==> config.mk <==
export PLATFORM = sky130hd
export DESIGN_NAME = request_unit
export DESIGN_NICKNAME = d
export VERILOG_FILES = /design/src/rtl/cpu_types_pkg.sv /design/src/rtl/sat_counter.sv /design/src/rtl/request_unit.sv
export SDC_FILE = /design/constraint.sdc
export NUM_CORES = 1
export LEC_CHECK = 0
export BUFFER_PORTS_ARGS = -buffer_cell sky130_fd_sc_hd__buf_2
export CAP_MARGIN = 20
export CORE_MARGIN = 3
export CORE_UTILIZATION = 56
export CTS_BUF_LIST = sky130_fd_sc_hd__clkbuf_2
export DETAILED_ROUTE_END_ITERATION = 8
export MAX_ROUTING_LAYER = met4
export PLACE_DENSITY = 0.85
export SETUP_SLACK_MARGIN = 0.02
export SLEW_MARGIN = 10
export SYNTH_ARGS = -nofsm -noshare
export SYNTH_HDL_FRONTEND = slang
export SYNTH_SLANG_ARGS = --single-unit
export TNS_END_PERCENT = 30
==> constraint.sdc <==
create_clock -name CLK -period 3 [get_ports CLK]
set_input_delay 0.6 -clock CLK [delete_from_list [all_inputs] [get_ports CLK]]
set_output_delay 0.6 -clock CLK [all_outputs]
set_load 0.01 [all_outputs]
==> src/rtl/cpu_types_pkg.sv <==
// Shared types for the single-cycle datapath: machine word and request FSM states.
package cpu_types_pkg;

  localparam int WORD_W = 32;

  typedef logic [WORD_W-1:0] word_t;

  typedef enum logic [1:0] {
    FETCH  = 2'd0,
    DATA   = 2'd1,
    HALTED = 2'd2
  } req_state_t;

endpackage

==> src/rtl/sat_counter.sv <==
// Up-counter that sticks at all-ones instead of wrapping; async active-high clear.
module sat_counter #(
  parameter int W = 32
) (
  input  logic         CLK,
  input  logic         RST,
  input  logic         en_i,
  output logic [W-1:0] cnt_o
);

  logic [W-1:0] cnt_q, cnt_d;

  always_comb begin
    cnt_d = cnt_q;
    if (en_i && (cnt_q != {W{1'b1}})) cnt_d = cnt_q + 1'b1;
  end

  always_ff @(posedge CLK or posedge RST) begin
    if (RST) cnt_q <= '0;
    else     cnt_q <= cnt_d;
  end

  assign cnt_o = cnt_q;

endmodule

==> src/rtl/request_unit.sv <==
// Memory-request sequencer: fetch / data / halted FSM driving I/D request lines,
// the PC commit strobe, a sticky halt flag, and retired/stall counters.
module request_unit
  import cpu_types_pkg::*;
#(
  parameter int CNT_W = WORD_W
) (
  input  logic             CLK,
  input  logic             RST,
  input  logic             ihit,
  input  logic             dhit,
  input  logic             MemRd,
  input  logic             MemWr,
  input  logic             Halt,
  output logic             imemREN,
  output logic             dmemREN,
  output logic             dmemWEN,
  output logic             pcEN,
  output logic             halted,
  output logic [CNT_W-1:0] instr_cnt,
  output logic [CNT_W-1:0] stall_cnt
);

  req_state_t state_q, state_d;
  logic       dren_q, dren_d;
  logic       dwen_q, dwen_d;
  logic       halted_q, halted_d;
  logic       imem_c, pc_c, inc_instr, inc_stall;

  always_comb begin
    state_d   = state_q;
    dren_d    = dren_q;
    dwen_d    = dwen_q;
    imem_c    = 1'b0;
    pc_c      = 1'b0;
    inc_instr = 1'b0;
    inc_stall = 1'b0;
    case (state_q)
      FETCH: begin
        imem_c = 1'b1;
        if (!ihit) begin
          inc_stall = 1'b1;
        end else if (Halt) begin
          inc_instr = 1'b1;
          state_d   = HALTED;
        end else if (MemRd || MemWr) begin
          // store wins when the decoder flags both
          dwen_d  = MemWr;
          dren_d  = MemRd & ~MemWr;
          state_d = DATA;
        end else begin
          pc_c      = 1'b1;
          inc_instr = 1'b1;
        end
      end
      DATA: begin
        imem_c = 1'b1;
        if (!dhit) begin
          inc_stall = 1'b1;
        end else begin
          pc_c      = 1'b1;
          inc_instr = 1'b1;
          dren_d    = 1'b0;
          dwen_d    = 1'b0;
          state_d   = FETCH;
        end
      end
      HALTED: begin
        dren_d = 1'b0;
        dwen_d = 1'b0;
      end
      default: begin
        state_d = FETCH;
        dren_d  = 1'b0;
        dwen_d  = 1'b0;
      end
    endcase
    halted_d = (state_d == HALTED);
  end

  always_ff @(posedge CLK or posedge RST) begin
    if (RST) begin
      state_q  <= FETCH;
      dren_q   <= 1'b0;
      dwen_q   <= 1'b0;
      halted_q <= 1'b0;
    end else begin
      state_q  <= state_d;
      dren_q   <= dren_d;
      dwen_q   <= dwen_d;
      halted_q <= halted_d;
    end
  end

  // Combinational strobes are gated so nothing is requested while reset is held.
  assign imemREN = imem_c & ~RST;
  assign pcEN    = pc_c & ~RST;
  assign dmemREN = dren_q;
  assign dmemWEN = dwen_q;
  assign halted  = halted_q;

  sat_counter #(.W(CNT_W)) u_instr_cnt (
    .CLK   (CLK),
    .RST   (RST),
    .en_i  (inc_instr),
    .cnt_o (instr_cnt)
  );

  sat_counter #(.W(CNT_W)) u_stall_cnt (
    .CLK   (CLK),
    .RST   (RST),
    .en_i  (inc_stall),
    .cnt_o (stall_cnt)
  );

endmodule

# [After elaboration in Yosys (flattened, before gate mapping)]
# Cells that the tools add are included.
[classes] add_sub_neg=2 n_eq_ne=9 mux=26 bitwise_logic=5 reduce_logical=6
[op_table] operator="32-bit by 1-bit adder with 32-bit output, second input constant" n=2
[op_table] operator="32-bit inequality test, second input constant" n=2
[op_table] operator="1-bit 2-to-1 mux" n=16
[op_table] operator="1-bit one-hot mux with 2 select lines" n=5
[op_table] operator="2-bit 2-to-1 mux" n=4
[op_table] operator="2-bit inequality test, second input constant" n=4
[op_table] operator="2-bit one-hot mux with 3 select lines" n=1
[op_table] operator="2-bit equality test, second input constant" n=2
[op_table] operator="4-bit AND reduction" n=1
[op_table] operator="1-bit AND" n=3
[op_table] operator="2-bit by 1-bit equality test with 1-bit output, second input constant" n=1
[op_table] operator="1-bit logical AND" n=2
[op_table] operator="2-bit logical NOT" n=1
[op_table] operator="1-bit inverter" n=2
[op_table] operator="2-bit OR reduction" n=1
[op_table] operator="1-bit logical OR" n=1
[totals] regBits=69 in_bits=7 output_inout_bits=69 word_cells=54

# [Logic depth before layout (Yosys ltp)]
[logic_depth] depth_word=6 ltp_mapped=7 ltp_nobuf=6

# [By module]
# A second synthesis with hierarchy kept.
[unflattened] cells_unflattened=321 area_unflattened_um2=3473.3
[modules_own_cells] module="sat_counter at u_instr_cnt" n_inst=1 cells_per_inst=153 area_per_inst_um2=1635.3 seq_area_each_um2=800.8
[modules_own_cells] module="sat_counter at u_stall_cnt" n_inst=1 cells_per_inst=139 area_per_inst_um2=1561.5 seq_area_each_um2=800.8
[modules_own_cells] module="request_unit" n_inst=1 cells_per_inst=29 area_per_inst_um2=276.5 seq_area_each_um2=125.1

# [Worst setup path before layout]
# Ideal clock, no wire load.
[synth_timing] path_type="register to register" startpoint="register u_instr_cnt.cnt_q[8], in the netlist u_instr_cnt.cnt_o[8]" endpoint="register u_instr_cnt.cnt_q[9], in the netlist u_instr_cnt.cnt_o[9]" setup_ps=129 arrival_time_ps=1833 required_ps=2871 setup_slack_ps=1038 path_stages_with_launch=7 n_path_buf=1 synth_period_minus_slack_ps=1962 cell_sequence="dfrtp_1 > nand3_2 > or4_4 > o31a_1 > buf_2 > and3_1 > xor2_1"
[synth_via] elab_chain_cells=2 word_cells_on_any_way=3 cone_classes="add/sub (1); eq/ne (1); reduce/logical (1)"
[synth_rtl] item="start: declaration" line_no="sat_counter.sv:11" rtl="logic [W-1:0] cnt_q, cnt_d;"
[synth_rtl] item="start signal: assignment" line_no="sat_counter.sv:20" rtl="else cnt_q <= cnt_d;"
[synth_rtl] item="parallel branches: the longest is 2 deep, another holds 32-bit by 1-bit adder with 32-bit output"
# Several ways; the timed one is not identified.
# A chain may end at the register's enable or synchronous reset.

# [Worst setup path in the final report]
# Ends and elaborated chain as after synthesis.

==> summary.md <==
### Worst setup path
- **category of the worst setup path launch point** register
- **endpoint class of the critical path** register
- **worst path required time** 3.40 ns
- **slowest cell delay on critical path** 0.58 ns
- **worst-path cell chain** nand3_2 > or4_4 > o31a_1 > and3_1 > xor2_1
- **endpoint arrival time on the critical path** 2.66 ns
- **Setup CP Type** reg2reg
- **slowest stage cell, crit path** sky130_fd_sc_hd__or4_4
- **peak fanout along the critical path** 20

### STA
- **Layout Skew** 0.0129 ns
- **fmax** 0.443 GHz
- **min Tclk post-route** 2.26 ns
- **count of pins over their slew limit** 0
- **Setup Total Neg Slack** 0 ns
- **Rel. slew slack** 0.489
- **Worst-Margin Slew** 0.766 ns
- **Hold Violations, Final** 0
- **setup repair after global routing missed its margin** no
- **Final setup violation count** 0
- **final period utilization** 0.752

### CTS
- **Clk Latency, worst-skew pair** 0.50 ns
- **postcts setup bufs** 0
- **TritonCTS Buffers** 9
- **maximum level of the CTS H-tree** 3
- **Clock Path Buffers** 2
- **CTS Hold Buffers Added** 0
- **clock slew at reported path FFs** 0.20 ns
- **clk root buf** sky130_fd_sc_hd__clkbuf_2
- **TritonCTS clock tree** built
- **TritonCTS sink count** 69
- **post-CTS resize count** 0

### Route
- **number of nets with antenna violations after routing** 0
- **Wirelength per Cell** 16.1 um
- **total wirelength of the detailed-routed design** 8.04 mm
- **DR vias/cell** 5.94
- **DRC errors left** 0
- **total number of vias** 2,959
- **detailed-routing iteration count for the pre-antenna-repair pass** 5
- **violation count after the first detailed-route iteration** 193

### Floorplan
- **starting utilization of the core area** 0.582
- **number of placement rows** 28
- **I/O pin count** 76
- **die boundary height** 84.7 um
- **Core Footprint** 0.00596 sq mm
- **width of the chip** 84.7 um
- **Die Footprint** 0.00717 sq mm

### Global route
- **number of antenna violations at the first check in global routing** 0
- **pin count of the biggest net entering global routing** 33
- **first-pass GRT wire length** 13.6 mm
- **remaining global-route overflow** 0
- **vias in the first global route** 2,863
- **Total Routing Usage GR** 0.243

### Placement
- **area post-placement** 0.00396 sq mm
- **Port Buffer Count** 75
- **sum of net half-perimeters after detailed placement** 5.90 mm
- **Final GP Congestion** 0.863

### Layout
- **area growth from synthesis to layout** 17.4%
- **layout cell share with drive strength beyond 1** 0.270
- **Final #Nets** 427
- **Reg area** 0.00173 sq mm
- **Fill cells** 475
- **number of diodes added for antenna fixing** 0
- **area taken by multi-input logic gates** 0.00167 sq mm
- **post-route standard cell area excluding fillers** 0.00407 sq mm

### Outcome
- **status** finished clean

### Yosys
- **Synth warnings** 0
- **area of the mapped netlist** 0.00346 sq mm
- **Mean Syn Cell Area** 10.5 sq um
- **sequential share of the synthesized area** 0.498
- **post-synthesis net count** 339
- **async set-or-reset flop fraction in the synthesized netlist** 1.00
- **gate count of the mapped netlist** 330
- **number of flops mapped to enable cells by yosys** 0
- **number of unique standard cell types used by synthesis** 46
- **flip-flop and latch count after synthesis** 69
- **most instantiated flip-flop cell in the synthesis netlist** sky130_fd_sc_hd__dfrtp_1

### Min path
- **path category of the worst min-delay check** in2async

### Power and ir drop
- **total power per unit cell area** 470 mW/mm^2
- **IR drop worst, VDD** 0.000350 V
- **leakage** 0.00196 uW

### Job
- **number of max-cap violations** 0

## layout by cell type, fill, tap and decap left out, types with 2 or more instances in the layout
master / n
sky130_fd_sc_hd__dfrtp_1: 69
sky130_fd_sc_hd__nor2b_1: 3
sky130_fd_sc_hd__mux2_2: 4
sky130_fd_sc_hd__or2_2: 2
sky130_fd_sc_hd__nor4_1: 2
sky130_fd_sc_hd__or4_4: 2
sky130_fd_sc_hd__o21ai_0: 4
sky130_fd_sc_hd__and2_1: 5
sky130_fd_sc_hd__ha_1: 2
sky130_fd_sc_hd__clkinvlp_4: 3
sky130_fd_sc_hd__nand2b_1: 2
sky130_fd_sc_hd__xor2_1: 9
sky130_fd_sc_hd__a31oi_1: 2
sky130_fd_sc_hd__a21oi_1: 5
sky130_fd_sc_hd__nand3_1: 23
sky130_fd_sc_hd__nand4_1: 35
sky130_fd_sc_hd__buf_4: 7
sky130_fd_sc_hd__inv_1: 9
sky130_fd_sc_hd__clkinv_2: 2
sky130_fd_sc_hd__nand2_1: 23
sky130_fd_sc_hd__xnor2_1: 43
sky130_fd_sc_hd__mux2_1: 2
sky130_fd_sc_hd__a32o_1: 2
sky130_fd_sc_hd__o21a_1: 2
sky130_fd_sc_hd__nor3_1: 8
sky130_fd_sc_hd__and4_1: 10
sky130_fd_sc_hd__mux2i_1: 3
sky130_fd_sc_hd__clkbuf_2: 9
sky130_fd_sc_hd__buf_2: 75
sky130_fd_sc_hd__and3_1: 14
sky130_fd_sc_hd__o31a_1: 3
sky130_fd_sc_hd__nor2_1: 20
## state kept, by name (all words and copies together) (netlist names)
register / flops
dmemWEN: 1
u_instr_cnt.cnt_o: 32
halted: 1
dmemREN: 1
state_q: 2
u_stall_cnt.cnt_o: 32
## critical path, delay by kind of cell, from the launching register on
kind / cells / cell delay [ns]
compound gates: 1 / 0.51
xor+xnor: 1 / 0.14
flops: 1 / 0.48
simple gates: 3 / 1.03
## power breakdown
part           switching, uW  total, uW  leakage [uW]  internal [uW]
combinational            163        286      0.000975            122
clock                    349        534     0.0000613            186
sequential              95.3       1090      0.000921            996
total                    607       1910       0.00196           1300
## cells by family after synthesis
logic type | after synthesis | synth area share
flops | 69 | 0.498
fa+ha+maj | 2 | 0.00722
xor+xnor | 52 | 0.131
simple gates | 157 | 0.261
compound gates | 26 | 0.0545
buf+inv | 15 | 0.0191
mux | 9 | 0.0282
## area by class of cell
class / count / area share
repair buffers: 82 / 0.105
clock inverters: 7 / 0.0163
well taps: 75 / 0.0231
flip-flops and latches: 69 / 0.424
clock buffers: 9 / 0.0111
multi-input cells: 246 / 0.411
inverters: 10 / 0.00923
## path summary, 6_finish.rpt
| kind | slack (ns) | start | to | depth (start not counted) |
|---|---|---|---|---|
| max | 0.74 | u_instr_cnt.cnt_o[8] | u_instr_cnt.cnt_o[9] | 5 |
| min | 0.17 | RST | u_stall_cnt.cnt_o[0] | 2 |
| max reg2reg | 0.74 | u_instr_cnt.cnt_o[8] | u_instr_cnt.cnt_o[9] | 5 |
| min reg2reg | 0.51 | u_stall_cnt.cnt_o[11] | u_stall_cnt.cnt_o[11] | 1 |
| max in group asynchronous | 2.10 | RST | u_stall_cnt.cnt_o[31] | 3 |
| min in group CLK | 0.38 | MemWr | dmemWEN | 3 |
## cells in the mapped netlist (2+ instances only)
library cell | number | area, sq um
sky130_fd_sc_hd__nand4_1 | 35 | 219
sky130_fd_sc_hd__mux2_2 | 4 | 45.0
sky130_fd_sc_hd__a21oi_1 | 5 | 25.0
sky130_fd_sc_hd__nand3_1 | 23 | 115
sky130_fd_sc_hd__mux2_1 | 2 | 22.5
sky130_fd_sc_hd__nor2_1 | 20 | 75.1
sky130_fd_sc_hd__o21ai_0 | 4 | 20.0
sky130_fd_sc_hd__nor3_1 | 8 | 40.0
sky130_fd_sc_hd__o31a_1 | 3 | 26.3
sky130_fd_sc_hd__ha_1 | 2 | 25.0
sky130_fd_sc_hd__xnor2_1 | 43 | 377
sky130_fd_sc_hd__mux2i_1 | 3 | 30.0
sky130_fd_sc_hd__inv_1 | 10 | 37.5
sky130_fd_sc_hd__buf_2 | 2 | 10.0
sky130_fd_sc_hd__o21a_1 | 2 | 15.0
sky130_fd_sc_hd__nand2b_1 | 2 | 12.5
sky130_fd_sc_hd__or2_2 | 2 | 12.5
sky130_fd_sc_hd__xor2_1 | 9 | 78.8
sky130_fd_sc_hd__and3_1 | 14 | 87.6
sky130_fd_sc_hd__dfrtp_1 | 69 | 1730
sky130_fd_sc_hd__or4_4 | 2 | 22.5
sky130_fd_sc_hd__nor4_1 | 2 | 12.5
sky130_fd_sc_hd__a32o_1 | 2 | 20.0
sky130_fd_sc_hd__and2_1 | 5 | 31.3
sky130_fd_sc_hd__a31oi_1 | 2 | 12.5
sky130_fd_sc_hd__nor2b_1 | 3 | 18.8
sky130_fd_sc_hd__and4_1 | 10 | 87.6
sky130_fd_sc_hd__clkbuf_1 | 2 | 7.51
sky130_fd_sc_hd__nand2_1 | 23 | 86.3
## per-stage QoR
step / utilization / cells / worst slack (ns) / hold WS [ns] / total power [uW]
after global routing: 0.683 / 498 / 0.561 / 0.180 / 2010
final: 0.683 / 498 / 0.743 / 0.171 / 1910
after global placement: 0.664 / 482 / 0.736 / 0.473 / 1380
after floorplan: - / 330 / 0.660 / 0.503 / 1260
after detailed placement: 0.664 / 482 / 0.679 / 0.489 / 1390
after CTS: 0.683 / 498 / 0.734 / 0.173 / 1920
## routing by layer
| layer | vias to the layer above | track usage | wire, um |
|---|---|---|---|
| li1 | 1382 | - | - |
| met1 | 1421 | 0.308 | 3320 |
| met2 | 128 | 0.375 | 3920 |
| met3 | 28 | 0.0442 | 529 |
| met4 | 0 | 0.124 | 268 |
| met5 | - | - | 0 |
Power figures use the tool's default switching activity.
